[src/rtl/toothless_pkg.sv]
// ---------------------------------------------------------------------------
// toothless_pkg
// Shared types for the load/store unit:
//   lsu_state_e : LSU bus-transaction FSM states
//   data_type_e : access size, encoded exactly as the decoder's type_i field
//                 (2'b11 is the illegal encoding and has no enum member)
// ---------------------------------------------------------------------------
package toothless_pkg;

    typedef enum logic [1:0] {
        IDLE        = 2'b00,
        REQ         = 2'b01,
        WAIT_RVALID = 2'b10
    } lsu_state_e;

    typedef enum logic [1:0] {
        DT_BYTE = 2'b00,
        DT_HALF = 2'b01,
        DT_WORD = 2'b10
    } data_type_e;

    localparam logic [1:0] TYPE_ILLEGAL = 2'b11;

endpackage

[src/rtl/lsu_align.sv]
// ---------------------------------------------------------------------------
// lsu_align
// Purely combinational data steering between the core and a 32-bit,
// word-addressed memory port.
//   addr_lo_i : byte offset within the word (addr[1:0])
//   type_i    : access size
//   uns_i     : 1 = zero-extend loads, 0 = sign-extend
//   wdata_i   : store data from the register file
//   rdata_i   : raw word returned by memory
//   be_o      : byte enables for the memory request
//   wdata_o   : store data replicated into every lane
//   rdata_o   : load data shifted down to bit 0 and extended
// Halfword accesses only look at addr_lo_i[1] and word accesses ignore the
// offset entirely, so misaligned accesses naturally round down.
// ---------------------------------------------------------------------------
module lsu_align
    import toothless_pkg::*;
(
    input  logic [1:0]  addr_lo_i,
    input  data_type_e  type_i,
    input  logic        uns_i,
    input  logic [31:0] wdata_i,
    input  logic [31:0] rdata_i,
    output logic [3:0]  be_o,
    output logic [31:0] wdata_o,
    output logic [31:0] rdata_o
);

    logic [31:0] shifted;

    // NOTE: every output gets a default before the case so no path leaves a
    // value unassigned, which would otherwise infer a latch.
    always_comb begin
        be_o    = 4'b1111;
        wdata_o = wdata_i;
        shifted = rdata_i;
        rdata_o = rdata_i;
        case (type_i)
            DT_BYTE: begin
                be_o    = 4'b0001 << addr_lo_i;
                wdata_o = {4{wdata_i[7:0]}};
                shifted = rdata_i >> {addr_lo_i, 3'b000};
                rdata_o = {{24{~uns_i & shifted[7]}}, shifted[7:0]};
            end
            DT_HALF: begin
                be_o    = 4'b0011 << {addr_lo_i[1], 1'b0};
                wdata_o = {2{wdata_i[15:0]}};
                shifted = rdata_i >> {addr_lo_i[1], 4'b0000};
                rdata_o = {{16{~uns_i & shifted[15]}}, shifted[15:0]};
            end
            default: ;
        endcase
    end

endmodule

[src/rtl/lsu_ctrl.sv]
// ---------------------------------------------------------------------------
// lsu_ctrl
// Load/store unit controller: accepts one decoder memory request at a time,
// issues it on a req/gnt/rvalid memory port and returns aligned load data.
//
// Ports
//   clk, rst_n        : clock, asynchronous active-low reset
//   req_i, we_i       : request strobe (held while stall_o), 1 = store
//   type_i, uns_i     : access size (2'b11 illegal), zero-extend loads
//   addr_i, wdata_i   : effective byte address, store data
//   stall_o           : hold the pipeline
//   rvalid_o, rdata_o : completion strobe, aligned/extended load data
//   err_o             : one-cycle strobe for a rejected request
//   data_*_o          : memory request channel
//   data_gnt_i, data_rvalid_i, data_rdata_i : memory grant/response channel
//
// Build option
//   LSU_MISALIGN_CHECK_EN : when defined, misaligned halfword/word accesses
//   are rejected with err_o instead of being rounded down.
// ---------------------------------------------------------------------------
module lsu_ctrl
    import toothless_pkg::*;
#(
    parameter int DATA_WIDTH = 32,
    parameter int ADDR_WIDTH = 32
) (
    input  logic                  clk,
    input  logic                  rst_n,
    input  logic                  req_i,
    input  logic                  we_i,
    input  logic [1:0]            type_i,
    input  logic                  uns_i,
    input  logic [ADDR_WIDTH-1:0] addr_i,
    input  logic [DATA_WIDTH-1:0] wdata_i,
    output logic                  stall_o,
    output logic                  rvalid_o,
    output logic [DATA_WIDTH-1:0] rdata_o,
    output logic                  err_o,
    output logic                  data_req_o,
    output logic                  data_we_o,
    output logic [ADDR_WIDTH-1:0] data_addr_o,
    output logic [3:0]            data_be_o,
    output logic [DATA_WIDTH-1:0] data_wdata_o,
    input  logic                  data_gnt_i,
    input  logic                  data_rvalid_i,
    input  logic [DATA_WIDTH-1:0] data_rdata_i
);

    lsu_state_e            state_q;
    logic [ADDR_WIDTH-1:0] addr_q;
    logic                  we_q;
    data_type_e            type_q;
    logic                  uns_q;
    logic [DATA_WIDTH-1:0] wdata_q;

    logic                  req_legal;
    logic [DATA_WIDTH-1:0] ld_data;

    always_comb begin
        req_legal = (type_i != TYPE_ILLEGAL);
`ifdef LSU_MISALIGN_CHECK_EN
        if ((type_i == DT_HALF && addr_i[0]) ||
            (type_i == DT_WORD && addr_i[1:0] != 2'b00)) begin
            req_legal = 1'b0;
        end
`endif
    end

    // Captured fields stay frozen from acceptance until the response, so the
    // bus request is stable while waiting for grant.
    // NOTE: sequential state uses non-blocking assignments only, so every
    // register samples pre-edge values regardless of statement order.
    always_ff @(posedge clk or negedge rst_n) begin
        if (!rst_n) begin
            state_q <= IDLE;
            addr_q  <= '0;
            we_q    <= 1'b0;
            type_q  <= DT_BYTE;
            uns_q   <= 1'b0;
            wdata_q <= '0;
        end else begin
            case (state_q)
                IDLE: begin
                    if (req_i && req_legal) begin
                        addr_q  <= addr_i;
                        we_q    <= we_i;
                        type_q  <= data_type_e'(type_i);
                        uns_q   <= uns_i;
                        wdata_q <= wdata_i;
                        state_q <= REQ;
                    end
                end
                REQ: begin
                    if (data_gnt_i) state_q <= WAIT_RVALID;
                end
                WAIT_RVALID: begin
                    if (data_rvalid_i) state_q <= IDLE;
                end
                default: state_q <= IDLE;
            endcase
        end
    end

    lsu_align u_align (
        .addr_lo_i (addr_q[1:0]),
        .type_i    (type_q),
        .uns_i     (uns_q),
        .wdata_i   (wdata_q),
        .rdata_i   (data_rdata_i),
        .be_o      (data_be_o),
        .wdata_o   (data_wdata_o),
        .rdata_o   (ld_data)
    );

    // Memory port is word addressed; the byte offset lives in data_be_o.
    assign data_addr_o = {addr_q[ADDR_WIDTH-1:2], 2'b00};
    assign data_req_o  = (state_q == REQ);
    assign data_we_o   = we_q;

    // Response strobe is combinational from data_rvalid_i; gnt/rvalid in any
    // other state are ignored by construction.
    assign rvalid_o = (state_q == WAIT_RVALID) && data_rvalid_i;
    assign rdata_o  = (rvalid_o && !we_q) ? ld_data : '0;

    // The IDLE terms depend on req_i directly, so they are qualified with
    // rst_n to keep both strobes low while reset is held.
    assign stall_o = rst_n && (((state_q == IDLE) && req_i && req_legal) ||
                               (state_q == REQ) ||
                               ((state_q == WAIT_RVALID) && !data_rvalid_i));
    assign err_o   = rst_n && (state_q == IDLE) && req_i && !req_legal;

endmodule

[config.mk]
export PLATFORM = sky130hd
export DESIGN_NAME = lsu_ctrl
export DESIGN_NICKNAME = d
export VERILOG_FILES = /design/src/rtl/toothless_pkg.sv /design/src/rtl/lsu_align.sv /design/src/rtl/lsu_ctrl.sv
export SDC_FILE = /design/constraint.sdc
export NUM_CORES = 1
export LEC_CHECK = 0
export ABC_AREA = 1
export CORE_MARGIN = 2
export CORE_UTILIZATION = 37
export CTS_CLUSTER_DIAMETER = 120
export CTS_CLUSTER_SIZE = 8
export DETAILED_ROUTE_END_ITERATION = 8
export PLACE_DENSITY_LB_ADDON = 0.1
export SYNTH_ARGS = -nofsm -noshare
export SYNTH_HDL_FRONTEND = slang
export SYNTH_SLANG_ARGS = --single-unit
export TNS_END_PERCENT = 20
[constraint.sdc]
create_clock -name clk -period 1.34 [get_ports clk]
set_input_delay 0.201 -clock clk [delete_from_list [all_inputs] [get_ports clk]]
set_output_delay 0.201 -clock clk [all_outputs]
set_load 0.02 [all_outputs]
==> metrics.cfg, run 1 <==
[status]
status = finished, violations left
failed_checks = negative setup slack

[power]
switching_share_pct = 44.4
comb_power_share_pct = 62.0
power_density_nw_per_um2 = 2210
power.internal_mw = 8.91
p_clk_share_pct = 14.8
p_switching_mw = 7.13
p_seq_share_pct = 23.2
ir_drop_v = 0.00108
leakagePower_nw = 3.69
power_mw = 16.0

[grt]
grt.total_usage_pct = 23.9
grt_max_degree = 68
grt_pass1_vias = 4898
globalRoute.totalOverflow = 0
grt_first_pass_wirelength_um = 24000
antenna_found_initial = 0

[placement]
dp_hpwl_um = 10700
port_buffers = 207
dp_worst_setup_slack_ns = -0.917
gp_congestion = 0.894

[logic_synthesis]
synth.area.top_cells = dfrtp_1 41%, nand2_1 17%, o21ai_0 9.6%
synth_top_area_share_pct = 41.2
synth_seq_cells = 70
ys_seq_area_share_pct = 41.2
yosysTopAreaCell = dfrtp_1
ys_types = 24
netlist_area_um2 = 4250
syn_inst = 594
yosys_warnings = 0
synth_area_per_cell_um2 = 7.16

[min_path]
hp-class = input pin to asynchronous set/reset pin

[floorplanning]
die_y_um = 111
chipWidth_um = 111
core_um2 = 11300
start_util_pct = 37.6
die-area_um2 = 12400
pin_count = 210
fp-row-count = 39

[routing]
drt_iter0_drc = 231
ant_nets = 0
viasPerCell = 4.92
drc = 0
via_count = 4785
dr.pass1.iters = 4
wl_per_cell_um = 15.5
wl_um = 15100

[worst_setup_path]
worstPathCellList = inv_4 -> nand2_2 -> nand3_4 -> nand4_4 -> nand3_4 -> nand2_8 -> nor2_4 -> buf_6
start_kind = flop
crit_slowest_cell = dfrtp_2
slowest_delay_ns = 0.49
cp_max_fo = 8
cp-end-kind = primary output
cpLargestDelayFamily = simple AND/OR/NAND/NOR gates
crit_buf_inv = 2
crit_arrival_ns = 1.77
crit_top_cell = nand3_4
cp.required_ns = 1.14
crit_type = flop to primary output

[timing]
fmax_mhz = 507
finalCritPeriodShare_pct = 147
slew_headroom_pct = 43.7
setup-violations-final = 133
fin_worst_skew_ns = 0.00526
tightest_slew_ns = 0.844
fin_ws_ns = -0.631
min_period_ns = 1.97
finalHoldViolCount = 0
rsz0062_at_grt = yes
report.final.slew_viol_count = 0

[cells_and_area]
synthToLayoutAreaGrowth_pct = 70.7
n_fill_cell = 1025
drive_gt1_share_pct = 29.8
multi_input_area_um2 = 2150
nNetsFinal = 930
antennaDiodeCount = 0
seq_area_um2 = 1750

[clock_network]
numCtsBuffers = 9
cts.reportedPaths.clkPinSlew_ns = 0.06
clk_path_buf_depth = 2
tritoncts = built
clock_tree.root_cell = clkbuf_16
clk_latency_ns = 0.33
cts_sinks = 70
htree_levels = 3

[flow_run]
maxCapViolCount = 0

per-layer routing:
| layer | track usage [%] | wire, um |
|---|---|---|
| met4 | 11.5 | 513 |
| met3 | 6.12 | 1060 |
| met5 | 0 | 0 |
| met2 | 40.3 | 7430 |
| met1 | 28.4 | 6050 |
worst register-to-register path, delay by kind of cell (launching register included):
| family | cells | cell delay (ns) |
|---|---|---|
| buffers and inverters | 4 | 0.60 |
| and+or+nand+nor | 5 | 0.52 |
| DFF | 1 | 0.40 |
| AOI/OAI and AO/OA | 1 | 0.05 |
what timing repair did:
action | CTS | global route
cloned | 1 | 0
pin swaps | 13 | 12
gates resized for setup | 437 | 62
setup endpoints to repair | 172 | 136
setup buffers | 5 | 6
hold buffers | 1 | 0
endpoints found under the hold margin | 3 | 0
synth_stat cells, drive strengths merged:
master / number
clkbuf: 15
nand4: 1
a21oi: 35
a31oi: 1
dfrtp: 70
conb: 1
nand3: 14
nand2: 192
o21ai: 83
o211ai: 8
nor2: 67
o22ai: 6
a21boi: 1
buf: 58
inv: 42
power by group through the flow:
stage          registers, mW  clock network, mW  logic (mW)
3_3_place_gp            3.70                  0        9.58
5_1_grt                 3.84               2.54        10.7
6_report                3.72               2.38        9.95
4_1_cts                 3.70               2.43        9.73
3_5_place_dp            3.73                  0        9.73
2_1_floorplan           3.62                  0        5.71
sequential cells by signal, indices dropped and copies added (netlist names):
signal / cells
type_q: 2
addr_q: 32
data_we_o: 1
wdata_q: 32
uns_q: 1
state_q: 2
placed cells by master, fill, tap and decap left out, drive strengths merged, types with 2 or more instances in the layout:
master         count
clkdlybuf4s15      2
clkbuf            13
buf              154
o211ai             8
inv               42
nor2              67
o21ai             83
dlygate4sd2       31
dfrtp             70
a21oi             35
nand2            193
nand3             14
conb               2
o22ai              6
clkdlybuf4s50    103
path summary, 6_finish.rpt:
kind                                              from                       to  slack (ns)  cells after the start
worst max-delay path             addr_q[1]$_DFFE_PN0P_              rdata_o[28]       -0.63                      8
worst min-delay path                             rst_n  wdata_q[21]$_DFFE_PN0P_        0.13                      2
worst max register to register  state_q[0]$_DFFE_PN0P_  wdata_q[10]$_DFFE_PN0P_       -0.34                     10
worst min register to register  addr_q[23]$_DFFE_PN0P_   addr_q[23]$_DFFE_PN0P_        0.47                      2
max in group asynchronous                        rst_n    addr_q[1]$_DFFE_PN0P_        0.63                      2
min in group clk                           wdata_i[20]  wdata_q[20]$_DFFE_PN0P_        0.41                      3
through the flow:
step                instance area [um2]  hold slack [ns]  instances  TNS (ns)  util (%)
floorplan                          4330          -0.0946        595     -6.38         -
global placement                   6700            0.151        945    -76.26      59.2
detailed placement                 6700            0.151        945    -80.12      59.2
CTS                                7140            0.173        967    -38.13      63.1
global route                       7260            0.207        973    -58.45      64.1
finish                             7260            0.134        973    -48.29      64.1
cell type report:
class	instances	area share (%)
clock buffers	13	3.59
clock inverters	3	0.586
inverters	42	2.38
multi-input cells	411	29.7
flip-flops and latches	70	24.2
well taps	143	2.47
repair buffers	291	37.1
kinds of logic (layout without fill, tap and decap cells):
logic type | after synthesis | in the layout | synth area share [%]
AOI/OAI and AO/OA | 134 | 134 | 16.6
buffers and inverters | 115 | 349 | 14.6
DFF | 70 | 70 | 41.2
other | 1 | 2 | 0.0882
and+or+nand+nor | 274 | 275 | 27.6
(Power assumes the default switching activity.)
==> run 2: changes to the inputs <==
Settings changed: PLACE_DENSITY set to 0.78, PLACE_DENSITY_LB_ADDON 0.1 to not set.
==> run 2 against run 1 <==
The run still ends with negative setup slack left. Routed wire length up 2.9%. Design area decreased by 0.19%. Critical path depth is 1 lower. First-iteration DRC count up 23%. Power is 2.8% higher. Sequential power grew 1%. Combinational power barely moved. Clock skew fell by 0.00057 ns. Final cell count decreased by 0.51%. Critical path type unchanged. Critical endpoint is now rdata_o[18].
==> metrics.cfg, run 2 (synthesis gave the netlist of run 1 again) <==
[status]
status = finished, violations left
failed_checks = negative setup slack

[grt]
gr-usage-met2_pct = 42.1
grt.total_usage_pct = 24.7
grt_most_used_layer = met2
grt_max_degree = 73
grt_pass1_vias = 4995
grt_first_pass_wirelength_um = 24800
grt.met1_usage_pct = 28.2
globalRoute.totalOverflow = 0
grt_use_met3_pct = 7.33
antenna_found_initial = 1

[timing]
finalHoldViolCount = 0
tightest_slew_ns = 0.861
finalCritPeriodShare_pct = 145
fin_ws_ns = -0.600
report.final.slew_viol_count = 0
setup-violations-final = 126
min_period_ns = 1.94
fmax_mhz = 515
slew_headroom_pct = 42.6
setup_tns_ns = -39.41
fin_worst_skew_ns = 0.00469
rsz0062_at_grt = yes

[min_path]
hp-class = input pin to asynchronous set/reset pin

[cells_and_area]
utilization_pct = 64.0
stdcell_count = 968
n_fill_cell = 990
drive_gt1_share_pct = 28.8
synthToLayoutAreaGrowth_pct = 70.3
top_regs = addr_q (32), wdata_q (32)
mostFrequentLayoutCells = 183 x nand2_1, 103 x clkdlybuf4s50_1, 86 x buf_4
final_common_cell = nand2_1
nNetsFinal = 925

[floorplanning]
pin_count = 210
die_y_um = 111
die-area_um2 = 12400
chipWidth_um = 111
fp-row-count = 39
start_util_pct = 37.6
core_um2 = 11300

[worst_setup_path]
crit_slowest_cell = dfrtp_1
ff2ff_path_depth = 8
crit_type = flop to primary output
cp_max_fo = 8
critPathLaunch = type_q[1]$_DFFE_PN0P_
slowest_delay_ns = 0.41
cp-end-kind = primary output
rrSetupSlack_ns = -0.24
crit_buf_inv = 2
cp.required_ns = 1.14
crit_arrival_ns = 1.74
start_kind = flop
reg2reg_to = wdata_q[15]$_DFFE_PN0P_
worstPathCellList = buf_6 -> nor2_4 -> nand4_4 -> nand3_4 -> nand2_8 -> nor2_2 -> buf_4
reg2reg_from = state_q[0]$_DFFE_PN0P_
cpLargestDelayFamily = simple AND/OR/NAND/NOR gates

[placement]
dp_worst_setup_slack_ns = -0.916
gp_congestion = 0.881
dp.cells = 941
port_buffers = 207
dp_hpwl_um = 11000

[clock_network]
tritoncts = built
htree_levels = 3
clk_latency_ns = 0.33
numCtsBuffers = 9
clock_tree.root_cell = clkbuf_16
clk_path_buf_depth = 2
cts.reportedPaths.clkPinSlew_ns = 0.05
cts_sinks = 70

[routing]
dr.pass1.iters = 4
wl_um = 15500
drc = 0
drt_iter0_drc = 285
via_count = 4813
viasPerCell = 4.97
ant_nets = 0
wl_per_cell_um = 16.0

[power]
ir_drop_v = 0.00141
leakagePower_nw = 3.66
power_density_nw_per_um2 = 2280

[flow_run]
maxCapViolCount = 0

[run 2: changes by cell type in the layout (fill, tap and decap cells not counted), sizes merged]
cell,delta
buf,-6
bufinv,+2
clkbuf,-3
clkinv,+1
diode,+1
[run 2: area by class of cell]
class	instances	area, um2	share of cell area (%)
clock buffers	9	225	3.11
flip-flops and latches	70	1750	24.2
clock inverters	6	111	1.54
repair buffers	286	2700	37.2
well taps	143	179	2.47
diodes	1	2.50	0.0345
inverters	42	178	2.45
multi-input cells	411	2100	29.0
[run 2: what timing repair did]
| action | in CTS | in global routing |
|---|---|---|
| pin swaps | 11 | 12 |
| hold buffers | 1 | 0 |
| endpoints found under the hold margin | 3 | 0 |
| gates resized for setup | 431 | 48 |
| endpoints found under the setup margin | 171 | 133 |
| cloned | 1 | 1 |
| setup buffers | 1 | 7 |
[run 2: metal layers]
metal	vias up	part of all wire (%)
li1	2303	-
met2	223	48
met1	2250	39
met4	0	3.8
met3	37	9.3
met5	-	0
[run 2: stage by stage]
step | hold WS, ns | area [um2] | total power [mW]
floorplan | -0.0946 | 4330 | 9.33
global placement | 0.109 | 6710 | 13.3
detailed placement | 0.113 | 6710 | 13.5
CTS | 0.133 | 7040 | 16.1
global route | 0.185 | 7240 | 17.6
finish | 0.0970 | 7240 | 16.5
[run 2: how the worst max path moves through the flow]
stage             endpoint  slack (ns)  cells after the start
6_report       rdata_o[18]       -0.60                      7
5_1_grt        rdata_o[18]       -0.67                      7
4_1_cts        rdata_o[18]       -0.59                      8
3_5_place_dp   rdata_o[19]       -0.92                      8
3_3_place_gp   rdata_o[17]       -0.88                      8
2_1_floorplan  rdata_o[21]       -0.18                      8
[run 2: power by group]
part	leakage, nW	internal [mW]	switching (mW)	total (mW)
clock network	0.161	1.81	0.882	2.69
registers	0.847	3.11	0.644	3.76
logic	2.65	4.35	5.71	10.1
==> run 3: changes to the inputs <==
Settings changed: CAP_MARGIN set to 20, GPL_ROUTABILITY_DRIVEN set to 0.
==> run 3 against run 2 <==
The flow still finishes with violations (negative setup slack). Critical path depth up 1. Flip-flop and latch count is the same. Final cell count fell by 0.21%. Die area unchanged.
==> metrics.cfg, run 3 (synthesis gave the netlist of run 1 again) <==
[worst_setup_path]
cp_max_fo = 10
worstPathCellList = inv_4 -> buf_6 -> a21oi_1 -> o21ai_0 -> nand2_1 -> a21oi_1 -> nor2_2 -> buf_6
crit_buf_inv = 3
crit_slowest_cell = dfrtp_2
crit_arrival_ns = 1.83
cp-end-kind = primary output
crit_cells = 8
ff2ff_path_depth = 8
crit_type = flop to primary output
cpLargestDelayFamily = compound AO/OA/AOI/OAI gates
slowest_delay_ns = 0.47
cp.required_ns = 1.14
reg2reg_from = state_q[0]$_DFFE_PN0P_
critPathLaunch = addr_q[1]$_DFFE_PN0P_
start_kind = flop

[timing]
min_period_ns = 2.03
holdWs_ns = 0.0953
rsz0062_at_grt = yes
finalCritPeriodShare_pct = 152
report.final.slew_viol_count = 0
tightest_slew_ns = 0.869
setup-violations-final = 123
fmax_mhz = 492
fin_ws_ns = -0.693
finalHoldViolCount = 0
slew_headroom_pct = 42.1
fin_worst_skew_ns = 0.00833

[placement]
dp.cells = 934
dp_hpwl_um = 11000
dp_worst_setup_slack_ns = -0.958
port_buffers = 207

[routing]
viasPerCell = 5.21
wl_met2_um = 8860
wl_met1_um = 6510
drc = 0
wl_per_cell_um = 18.3
wl_met3_um = 1620
ant_nets = 0
top_layer = met4
via_count = 5032
drt_iter0_drc = 400
dr.pass1.iters = 5
wl_um = 17600

[cells_and_area]
stdcell_count = 966
mostFrequentLayoutCells = 167 x nand2_1, 103 x clkdlybuf4s50_1, 68 x dfrtp_1
utilization_pct = 67.1
top_regs = addr_q (32), wdata_q (32)
antennaDiodeCount = 0
synthToLayoutAreaGrowth_pct = 78.5
drive_gt1_share_pct = 33.9
nNetsFinal = 924
n_fill_cell = 880
final_common_cell = nand2_1

[floorplanning]
die-area_um2 = 12400
fp-row-count = 39
pin_count = 210
chipWidth_um = 111
start_util_pct = 37.6
die_y_um = 111
core_um2 = 11300

[clock_network]
cts.reportedPaths.clkPinSlew_ns = 0.06
htree_levels = 3
cts_sinks = 70
clk_path_buf_depth = 2
clock_tree.root_cell = clkbuf_16
tritoncts = built
numCtsBuffers = 9
clk_latency_ns = 0.33

[grt]
antenna_found_initial = 0
globalRoute.totalOverflow = 0
grt_max_degree = 68
grt.total_usage_pct = 25.5
grt_pass1_vias = 5179
grt_first_pass_wirelength_um = 25700

[status]
failed_checks = negative setup slack
status = finished, violations left

[power]
ir_drop_v = 0.00156
power_mw = 17.4
power_density_nw_per_um2 = 2290
leakagePower_nw = 3.79

[flow_run]
maxCapViolCount = 0

[min_path]
hp-class = input pin to asynchronous set/reset pin

run 3: changes by cell type in the layout (fill, tap and decap cells not counted), moves of 7 or more:
cell     delta
nand3_2     +8
nand2_1    -16
nand3_1     -8
buf_4      -20
buf_6      +11
nand2_2     +7
nand2_4     +9
run 3: layout make-up:
cell class	instances	area [um2]	area share [%]
timing repair buffer	285	2860	37.7
multi-input combinational	411	2320	30.6
clock inverter	6	63.8	0.841
tap	143	179	2.36
clock buffer	9	225	2.97
sequential	70	1750	23.1
inverter	42	188	2.47
run 3: worst reg2reg max path, delay by kind of cell, from the launching register on:
| kind | cells | cell delay, ns |
|---|---|---|
| buffers and inverters | 2 | 0.34 |
| AND/OR/NAND/NOR | 5 | 0.64 |
| flip-flops | 1 | 0.40 |
| AO/OA/AOI/OAI | 1 | 0.05 |
run 3: path summary, 6_finish.rpt:
path	endpoint	slack (ns)
min in group clk	wdata_q[6]$_DFFE_PN0P_	0.41
hold / removal	uns_q$_DFFE_PN0P_	0.1
max in group asynchronous	type_q[1]$_DFFE_PN0P_	0.62
setup reg to reg	wdata_q[14]$_DFFE_PN0P_	-0.20
hold reg to reg	addr_q[6]$_DFFE_PN0P_	0.47
setup / recovery	rdata_o[0]	-0.69
run 3: where the power goes:
group | switching (mW) | total [mW] | internal, mW
sequential | 0.670 | 3.79 | 3.12
combinational | 6.36 | 11.2 | 4.88
clock | 0.902 | 2.33 | 1.43
run 3: layer usage:
metal | vias up | track usage [%]
li1 | 2310 | -
met1 | 2356 | 28.3
met2 | 311 | 44.5
met3 | 55 | 8.47
met4 | 0 | 11.4
met5 | - | 0
run 3: repair_timing:
item | CTS | global route
cloned | 1 | 6
hold buffers | 1 | 0
endpoints found under the setup margin | 171 | 134
resized for setup | 464 | 119
buffers inserted | 5 | 4
pin swaps | 17 | 25
endpoints found under the hold margin | 3 | 0
run 3: through the flow:
| step | setup TNS (ns) | cell area (um2) |
|---|---|---|
| after floorplan | -6.38 | 4330 |
| after global placement | -70.15 | 6620 |
| after detailed placement | -75.34 | 6620 |
| after CTS | -38.17 | 7100 |
| after global routing | -50.98 | 7590 |
| final | -41.56 | 7590 |
